===== config.mk =====
export PLATFORM = sky130hd
export DESIGN_NAME = fc_result_reader
export DESIGN_NICKNAME = d
export VERILOG_FILES = /design/src/rtl/npu_pkg.sv /design/src/rtl/requant_sat.sv /design/src/rtl/fc_result_reader.sv
export SDC_FILE = /design/constraint.sdc
export NUM_CORES = 1
export LEC_CHECK = 0
export ABC_CLOCK_PERIOD_IN_PS = 12140
export BUFFER_PORTS_ARGS = -buffer_cell sky130_fd_sc_hd__buf_2
export CORE_ASPECT_RATIO = 1.25
export CORE_MARGIN = 1.5
export CORE_UTILIZATION = 45
export CTS_CLUSTER_SIZE = 8
export DETAILED_ROUTE_END_ITERATION = 7
export PLACE_DENSITY_LB_ADDON = 0.15
export SLEW_MARGIN = 20
export SYNTH_ARGS = -nofsm -noshare
export SYNTH_HDL_FRONTEND = slang
export SYNTH_SLANG_ARGS = --single-unit

===== constraint.sdc =====
create_clock -name clk -period 12.14 [get_ports clk]
set_input_delay 0.607 -clock clk [delete_from_list [all_inputs] [get_ports clk]]
set_output_delay 0.607 -clock clk [all_outputs]
set_load 0.005 [all_outputs]

===== src/rtl/npu_pkg.sv =====
// Shared NPU definitions: default datapath widths, result-reader FSM states, int8 saturation bounds.
// Latency: n/a (types, constants and constant functions only).
// Backpressure: n/a.
package npu_pkg;

  localparam int DATA_WIDTH_DEF = 8;
  localparam int ACC_WIDTH_DEF  = 32;

  typedef enum logic [1:0] {
    RR_IDLE   = 2'd0,
    RR_STREAM = 2'd1,
    RR_DONE   = 2'd2
  } rr_state_t;

  // Two's-complement range of a w-bit signed value (w up to 31).
  function automatic int sat_max(input int w);
    return (1 << (w - 1)) - 1;
  endfunction

  function automatic int sat_min(input int w);
    return -(1 << (w - 1));
  endfunction

  localparam int SAT_MAX_DEF = sat_max(DATA_WIDTH_DEF);
  localparam int SAT_MIN_DEF = sat_min(DATA_WIDTH_DEF);

endpackage


===== src/rtl/requant_sat.sv =====
// Requantizer: arithmetic shift, optional ReLU, saturate an accumulator to a narrow signed element.
// Latency: purely combinational, zero cycles.
// Backpressure: none; output follows input.
module requant_sat
  import npu_pkg::*;
#(
  parameter int ACC_WIDTH  = ACC_WIDTH_DEF,
  parameter int DATA_WIDTH = DATA_WIDTH_DEF,
  parameter int SHIFT      = 0,
  parameter int RELU       = 1
) (
  input  logic signed [ACC_WIDTH-1:0]  acc_in,
  output logic signed [DATA_WIDTH-1:0] data_out
);

  localparam logic signed [ACC_WIDTH-1:0]  HI_A = ACC_WIDTH'(sat_max(DATA_WIDTH));
  localparam logic signed [ACC_WIDTH-1:0]  LO_A = ACC_WIDTH'(sat_min(DATA_WIDTH));
  localparam logic signed [DATA_WIDTH-1:0] HI_D = DATA_WIDTH'(sat_max(DATA_WIDTH));
  localparam logic signed [DATA_WIDTH-1:0] LO_D = DATA_WIDTH'(sat_min(DATA_WIDTH));

  logic signed [ACC_WIDTH-1:0] shifted;

  // Shift (floor division by 2^SHIFT), clamp negatives when ReLU is on, then saturate.
  always_comb begin
    shifted = acc_in >>> SHIFT;
    if ((RELU != 0) && (shifted < 0)) begin
      shifted = '0;
    end
    if (shifted > HI_A) begin
      data_out = HI_D;
    end else if (shifted < LO_A) begin
      data_out = LO_D;
    end else begin
      data_out = shifted[DATA_WIDTH-1:0];
    end
  end

endmodule


===== src/rtl/fc_result_reader.sv =====
// Captures the fc accumulator vector on finish, streams requantized elements, reports argmax class.
// Latency: first beat valid the cycle after finish; class_valid NUM_OUTPUTS+1 cycles after finish at best.
// Backpressure: m_ready low stalls the stream with data/index/last held; no comb path from m_ready.
module fc_result_reader
  import npu_pkg::*;
#(
  parameter int DATA_WIDTH  = DATA_WIDTH_DEF,
  parameter int ACC_WIDTH   = ACC_WIDTH_DEF,
  parameter int NUM_OUTPUTS = 10,
  parameter int SHIFT       = 0,
  parameter int RELU        = 1,
  parameter int IDX_W       = $clog2(NUM_OUTPUTS)
) (
  input  logic                             clk,
  input  logic                             rst,
  input  logic                             finish,
  input  logic [NUM_OUTPUTS*ACC_WIDTH-1:0] out_vec_flat,
  output logic                             busy,
  output logic                             m_valid,
  input  logic                             m_ready,
  output logic [DATA_WIDTH-1:0]            m_data,
  output logic [IDX_W-1:0]                 m_index,
  output logic                             m_last,
  output logic                             class_valid,
  output logic [IDX_W-1:0]                 class_idx,
  output logic [ACC_WIDTH-1:0]             class_score,
  output logic                             overrun
);

  localparam logic [IDX_W-1:0] LAST_IDX = IDX_W'(NUM_OUTPUTS - 1);

  rr_state_t                   state_q, state_d;
  logic [IDX_W-1:0]            idx_q, idx_d;
  logic signed [ACC_WIDTH-1:0] cap_q [NUM_OUTPUTS];
  logic signed [ACC_WIDTH-1:0] cap_d [NUM_OUTPUTS];
  // Running argmax over the beats transferred so far.
  logic signed [ACC_WIDTH-1:0] max_score_q, max_score_d;
  logic [IDX_W-1:0]            max_idx_q, max_idx_d;
  // Published result, only rewritten when a full stream completes.
  logic signed [ACC_WIDTH-1:0] class_score_q, class_score_d;
  logic [IDX_W-1:0]            class_idx_q, class_idx_d;
  logic                        overrun_q, overrun_d;

  logic signed [ACC_WIDTH-1:0] cur_acc;
  logic                        xfer;

  assign cur_acc = cap_q[idx_q];

  // m_data is a pure function of the captured register and index, so it holds during stalls.
  requant_sat #(
    .ACC_WIDTH  (ACC_WIDTH),
    .DATA_WIDTH (DATA_WIDTH),
    .SHIFT      (SHIFT),
    .RELU       (RELU)
  ) u_requant (
    .acc_in   (cur_acc),
    .data_out (m_data)
  );

  assign busy        = (state_q != RR_IDLE);
  assign m_valid     = (state_q == RR_STREAM);
  assign m_index     = idx_q;
  assign m_last      = m_valid && (idx_q == LAST_IDX);
  assign class_valid = (state_q == RR_DONE);
  assign class_idx   = class_idx_q;
  assign class_score = class_score_q;
  assign overrun     = overrun_q;
  assign xfer        = m_valid && m_ready;

  // Next-state: capture on finish when idle, advance on each transfer, publish argmax on the last beat.
  always_comb begin
    state_d       = state_q;
    idx_d         = idx_q;
    cap_d         = cap_q;
    max_score_d   = max_score_q;
    max_idx_d     = max_idx_q;
    class_score_d = class_score_q;
    class_idx_d   = class_idx_q;
    overrun_d     = overrun_q;

    // A finish while a result is still draining is dropped but remembered.
    if (finish && (state_q != RR_IDLE)) begin
      overrun_d = 1'b1;
    end

    case (state_q)
      RR_IDLE: begin
        if (finish) begin
          for (int k = 0; k < NUM_OUTPUTS; k++) begin
            cap_d[k] = out_vec_flat[(k+1)*ACC_WIDTH-1 -: ACC_WIDTH];
          end
          idx_d   = '0;
          state_d = RR_STREAM;
        end
      end
      RR_STREAM: begin
        if (xfer) begin
          // Element 0 seeds the max; strict compare keeps the lowest index on ties.
          if ((idx_q == '0) || (cur_acc > max_score_q)) begin
            max_score_d = cur_acc;
            max_idx_d   = idx_q;
          end
          if (idx_q == LAST_IDX) begin
            class_score_d = max_score_d;
            class_idx_d   = max_idx_d;
            state_d       = RR_DONE;
          end else begin
            idx_d = idx_q + 1'b1;
          end
        end
      end
      RR_DONE: begin
        idx_d   = '0;
        state_d = RR_IDLE;
      end
      default: begin
        idx_d   = '0;
        state_d = RR_IDLE;
      end
    endcase
  end

  // State, capture and result registers with synchronous reset.
  always_ff @(posedge clk) begin
    if (rst) begin
      state_q       <= RR_IDLE;
      idx_q         <= '0;
      for (int k = 0; k < NUM_OUTPUTS; k++) begin
        cap_q[k] <= '0;
      end
      max_score_q   <= '0;
      max_idx_q     <= '0;
      class_score_q <= '0;
      class_idx_q   <= '0;
      overrun_q     <= 1'b0;
    end else begin
      state_q       <= state_d;
      idx_q         <= idx_d;
      cap_q         <= cap_d;
      max_score_q   <= max_score_d;
      max_idx_q     <= max_idx_d;
      class_score_q <= class_score_d;
      class_idx_q   <= class_idx_d;
      overrun_q     <= overrun_d;
    end
  end

endmodule


==> Yosys cells after proc, flatten, opt, wreduce, memory -nomap -nowiden <==
Index checks and enable logic that the tools add are counted.
{ "word_totals": {"regBits": 399, "in_bits": 324, "output_inout_bits": 53, "wordCells": 59} }
{ "op_classes": {"n_addsub": 1, "n_lt_le_gt_ge": 5, "n_eq_ne": 7, "n_mux": 16, "n_bitwise": 1, "n_reduce_logical": 12} }
{ "op_table": {"columns": ["operator", "count"], "rows": [
  ["$bmux W32 S4", 1],
  ["$mux W32", 4],
  ["$gt A32 B32 Y1", 1],
  ["$gt A32 B8 Y1 const B", 1],
  ["$lt A32 B1 Y1 const B", 1],
  ["$lt A32 B8 Y1 const B", 1],
  ["$mux W4", 4],
  ["$mux W8", 2],
  ["$reduce_and A3 Y1", 3],
  ["$pmux W4 S2", 1],
  ["$mux W2", 3],
  ["$ge A5 B5 Y1 const B", 1],
  ["$not A4 Y5", 1],
  ["$add A4 B1 Y4 const B", 1],
  ["$eq A4 B4 Y1 const B", 1],
  ["$logic_not A4 Y1", 1],
  ["$ne A2 B1 Y1 const B", 2],
  ["$ne A2 B2 Y1 const B", 2],
  ["$pmux W2 S2", 1],
  ["$reduce_and A2 Y1", 2],
  ["$logic_and A1 B1 Y1", 3],
  ["$eq A2 B1 Y1 const B", 1],
  ["$eq A2 B2 Y1 const B", 1],
  ["$logic_not A2 Y1", 1],
  ["2 further kinds", 2]
]} }

==> Longest topological paths before layout <==
{ "logic_depth": {"depth_word": 9, "depth_mapped": 18, "mapped_depth_nobuf": 13} }

==> Hierarchy <==
From an unflattened synthesis, not the netlist that was laid out.
{ "hier_totals": {"cells_unflattened": 2181, "area_unflattened_um2": 18064.8} }
{ "by_module_without_submodules": {"columns": ["mod", "instances", "cells_per_inst", "area_each_um2"], "rows": [
  ["fc_result_reader", 1, 2155, 17922.2],
  ["requant_sat", 1, 26, 142.6]
]} }

==> Worst setup path after synthesis <==
OpenSTA, ideal clock, no wires.
{ "synth_timing": {"kind": "register to register", "from": "register idx_q[0], in the netlist m_index[0]", "to": "register max_score_q[6]", "setup_ns": 0.121, "arrival_time_ns": 3.804, "t_required_ns": 12.019, "slack_ns": 8.215, "stages_incl_launch_ff": 18, "n_path_buf": 4, "synth_period_minus_slack_ns": 3.925, "cell_sequence": "dfxtp_1 buf_4 buf_4 mux4_2 mux2i_1 o22a_1 inv_1 ha_1 a21oi_1 o21ai_0 a221oi_2 o221ai_1 a2111o_1 o211ai_2 a21oi_2 buf_6 buf_8 mux2_4"} }
{ "synth_via": {"elab_chain_cells": 7, "word_cells_on_any_way": 8} }
{ "synth_lines": {"columns": ["item", "line_no", "source"], "rows": [
  ["start, declared", "fc_result_reader.sv:33", "logic [IDX_W-1:0] idx_q, idx_d;"],
  ["start signal, assigned", "fc_result_reader.sv:138", "idx_q <= idx_d;"],
  ["$not A4 Y5 (implied by the code)", "fc_result_reader.sv:47", "assign cur_acc = cap_q[idx_q];"],
  ["$bmux W32 S4", "fc_result_reader.sv:47", null],
  ["$mux W32 (implied by the code) (2 in a row)", "fc_result_reader.sv:47", null],
  ["$gt A32 B32 Y1", "fc_result_reader.sv:99", "if ((idx_q == '0) || (cur_acc > max_score_q)) begin"],
  ["$logic_or A1 B1 Y1", "fc_result_reader.sv:99", null],
  ["$mux W32 *", "fc_result_reader.sv:99", null],
  ["end signal, assigned", "fc_result_reader.sv:140", "max_score_q <= max_score_d;"],
  ["end, declared", "fc_result_reader.sv:37", "logic signed [ACC_WIDTH-1:0] max_score_q, max_score_d;"]
]} }
Every way passes the cells marked *; elsewhere a longest branch is shown, timed or not. The select of a mux whose other input is x is not followed.
A chain may end at the register's enable or synchronous reset.

==> Worst setup path after layout <==
{ "layout_timing": {"from": "register idx_q[0], in the netlist m_index[0]", "to": "register class_score_q[26], in the netlist class_score[26]"} }
{ "layout_via": {"elab_chain_cells": 7, "word_cells_on_any_way": 10} }
{ "layout_lines": {"columns": ["item", "line_no", "source"], "rows": [
  ["$not A4 Y5 (implied by the code)", "fc_result_reader.sv:47", null],
  ["$bmux W32 S4", "fc_result_reader.sv:47", null],
  ["$mux W32 (implied by the code) (2 in a row)", "fc_result_reader.sv:47", null],
  ["$gt A32 B32 Y1", "fc_result_reader.sv:99", null],
  ["$logic_or A1 B1 Y1", "fc_result_reader.sv:99", null],
  ["$mux W32", "fc_result_reader.sv:99", null],
  ["end signal, assigned", "fc_result_reader.sv:142", "class_score_q <= class_score_d;"],
  ["end, declared", "fc_result_reader.sv:40", "logic signed [ACC_WIDTH-1:0] class_score_q, class_score_d;"]
]} }
Several ways; a longest one is shown, not always the timed one. The select of a mux whose other input is x is not followed.

==> results by group <==
Logic synthesis
  • Seq/Total Area, Yosys: 0.445
  • Yosys Warn Count: 0
  • Synthesized cell area: 17900 um^2
  • Cells after Synth: about 2100
  • Ys flop type: dfxtp_1
  • Asr flop ratio synth: 0
  • EDFF count, synth: 0
  • Mapped Avg Cell Area: between 8 and 9 um^2
  • Flops & latches, synth: between 300 and 400
  • Syn_nets: 2488
  • Count of cell types in the netlist: 52

Worst setup path
  • FF-to-FF Start: m_index[0]
  • CP Class: flop to flop
  • Critical path's largest stage delay: 920 ps
  • Worst path bufs/invs: 2
  • Nature of the critical path startpoint: flop
  • CP dominant cell by count: a21oi_1
  • Flop-to-flop setup slack: a little over 6000 ps
  • Arrival time of the worst setup path: roughly 6500 ps
  • Crit end category: flop
  • CP max FO: 40
  • Reg2reg path depth: 14
  • Crit-path cells: buf_4 -> mux4_2 -> mux2i_1 -> o22a_1 -> inv_1 -> ha_1 -> a21oi_1 -> o21ai_0 -> a221oi_2 -> o221ai_1 -> a21oi_1 -> o211a_1 -> nor2_1 -> a2111oi_1
  • CP top delay family: compound AO/OA/AOI/OAI gates
  • Slowest cell on crit path: o211a_1
  • RR Endpoint: class_score[26]
  • CP Data Required Time: 12590 ps

CTS
  • Clock latency on the worst-skew pair: slightly below 600 ps
  • Cts hold-fix bufs: 0
  • Post-CTS Repair Setup Buffers: 0
  • TritonCTS clock tree: yes
  • Clock Sinks: around 400
  • H-tree lvl count: 2
  • Clk buf depth: 3
  • Clock root buffer: clkbuf_16
  • CTS clock-pin slew for the worst setup and hold paths: 50 ps
  • Post-cts resize count: 0
  • Number of buffers created by CTS: 55

Drt
  • Total wire length: about 60 mm
  • DR vias/cell: approximately 5.6
  • # DRC: 0
  • 1st-iter DRT viols: 1265
  • Routed WL per cell: around 20 um
  • DRT antenna net count: 0
  • Via count: between 15000 and 20000
  • DR pass1 iterations: 5

Cells and area
  • Layout area overhead: 18.5%
  • Nets@finish: ~2800
  • Fill count: 3709
  • Most frequent cells in the layout: 652 x nand2_1, 396 x dfxtp_1, 374 x buf_2, 341 x a21oi_1, 93 x mux2i_1
  • Fin area: about 21000 um^2
  • Layout cells sized above 1: 0.224
  • Commonest non-fill, non-tap cell in the layout: nand2_1

Run status
  • Outcome: complete, no violations

STA
  • Final max-slew violation count: 0
  • Setup-failing EPs final: 0
  • Worst Skew: roughly 17 ps
  • Setup_tns: 0 ps
  • Final hold violation count: 0
  • Unrepaired setup endpoints after global routing: no
  • Maximum clock frequency: 166 MHz
  • Worst slew pin tran: between 1000 and 1500 ps
  • Setup WS post-layout: just over 6000 ps
  • Slew HR: 0.258
  • Period utilisation layout: 0.498
  • Min cycle time layout: 6040 ps

Global route
  • Vias in the first global route: around 16000
  • Total grt overflow: 0
  • Initial antenna violation count: 10
  • First-pass GRT wire length: a little under 90 mm
  • Largest net degree at the start of global routing: 233
  • GRT Total Usage: 0.286

Job
  • MaxCap Viol Count: 0

Power
  • P per Cell Area: about 150 nW/um^2
  • P_leak: 8.30 nW
  • Maximum vdd ir drop: between 0.0001 and 0.00015 V

Die
  • I/O Pins: roughly 380
  • Core ar.: ~39000 um^2
  • FP Rows: just over 80
  • Die H: between 200 and 250 um
  • DIE AREA: 41100 um^2
  • Initial Utilization: 0.457
  • Die Width: roughly 180 um

Placed design
  • GPL Wtd Cong: 0.923
  • Placed Area: between 15000 and 20000 um^2
  • Setup WS pre-CTS: approximately 6100 ps
  • Post-detail-place hpwl: ~43 mm
  • I/O Buffers: ~380

Worst hold path
  • Hold Path Class: input pin to flop
  • Worst Hold End: cap_q[139]
  • Hold Path Cell Cnt: 3
  • Hold_sp: out_vec_flat[171]
## cells in the mapped netlist, drive strengths merged (3+ instances only)
master | instances | share of area
a311oi | 3 | 0.0015
nor3 | 7 | 0.0020
o21ai | 6 | 0.0017
o22ai | 25 | 0.0091
nand3 | 8 | 0.0022
nand4 | 9 | 0.0031
nand2b | 58 | 0.020
nand2 | 654 | 0.14
a2111oi | 32 | 0.018
mux2i | 93 | 0.052
mux2 | 7 | 0.0046
dfxtp | 399 | 0.45
and2 | 3 | 0.0010
o22a | 7 | 0.0034
buf | 36 | 0.014
nor2 | 93 | 0.020
clkbuf | 139 | 0.029
inv | 44 | 0.0092
a211oi | 11 | 0.0049
nor4 | 32 | 0.011
ha | 35 | 0.024
a21oi | 343 | 0.096
mux4 | 64 | 0.080
## stage by stage
stage	instances	hold slack (ps)	utilization	total power [mW]
2_1_floorplan	2129	433	-	1.70
3_3_place_gp	2842	438	0.506	1.85
3_5_place_dp	2842	443	0.506	1.85
4_1_cts	2903	252	0.542	3.18
5_1_grt	2903	267	0.542	3.27
6_report	2904	271	0.542	3.16
## layer usage
layer / share of wire / routed length, um / up-vias / global-route usage
met1: 0.40 / 23800 / 7701 / 0.343
met4: 0.043 / 2570 / 18 / 0.128
met3: 0.056 / 3360 / 126 / 0.0514
met5: 0.0019 / 115 / - / 0
li1: - / - / 7773 / -
met2: 0.50 / 29900 / 517 / 0.500
## sequential cells by signal, indices dropped and copies added, names as in the netlist
name and cells:
class_idx 4, cap_q 320, max_idx_q 4, overrun 1
m_index 4, class_score 32, state_q 2, max_score_q 32
## kinds of logic (layout without fill, tap and decap cells)
logic type,Yosys count,after routing,synth area share
AOI/OAI and AO/OA,439,439,0.141
xor gates and xnor gates,2,2,0.000977
adders and majority gates,35,35,0.0244
buffers and inverters,219,495,0.0523
DFF,399,399,0.445
muxes,164,164,0.137
other,1,2,0.000209
and+or+nand+nor,870,870,0.199
## worst reg2reg max path: stages (launching register included)
cell	delay (ps)
dfxtp_4	640
buf_4	700
mux4_2	720
mux2i_1	260
o22a_1	310
inv_1	100
ha_1	310
a21oi_1	180
o21ai_0	180
a221oi_2	280
o221ai_1	220
a21oi_1	270
o211a_1	920
nor2_1	370
a2111oi_1	450
## how the worst max path moves through the flow
stage                           from               to  slack, ps  cells after the start
after CTS                 m_index[0]  class_score[26]       6080                     14
after detailed placement  m_index[0]  class_score[23]       6100                     14
after global placement    m_index[0]  class_score[30]       6210                     14
after floorplan           m_index[0]   max_score_q[6]       8210                     17
after global routing      m_index[0]  class_score[23]       5690                     14
final                     m_index[0]  class_score[26]       6100                     14
## final cells by class
cell class                 count  area [um^2]  area share
inverter                      44          165     0.00777
clock buffer                  58         1390      0.0653
clock inverter                 3         26.3     0.00124
sequential                   399         8000       0.376
timing repair buffer         390         2020      0.0948
tap                          498          623      0.0293
multi-input combinational   1511         9040       0.425
antenna                        1         2.50    0.000118
## report_power, final
group | internal (mW) | switching, mW | total [mW] | leakage, nW
combinational | 0.153 | 0.258 | 0.410 | 4.33
clock | 0.792 | 0.537 | 1.33 | 0.695
sequential | 1.38 | 0.0393 | 1.42 | 3.27
(Power assumes the default switching activity.)
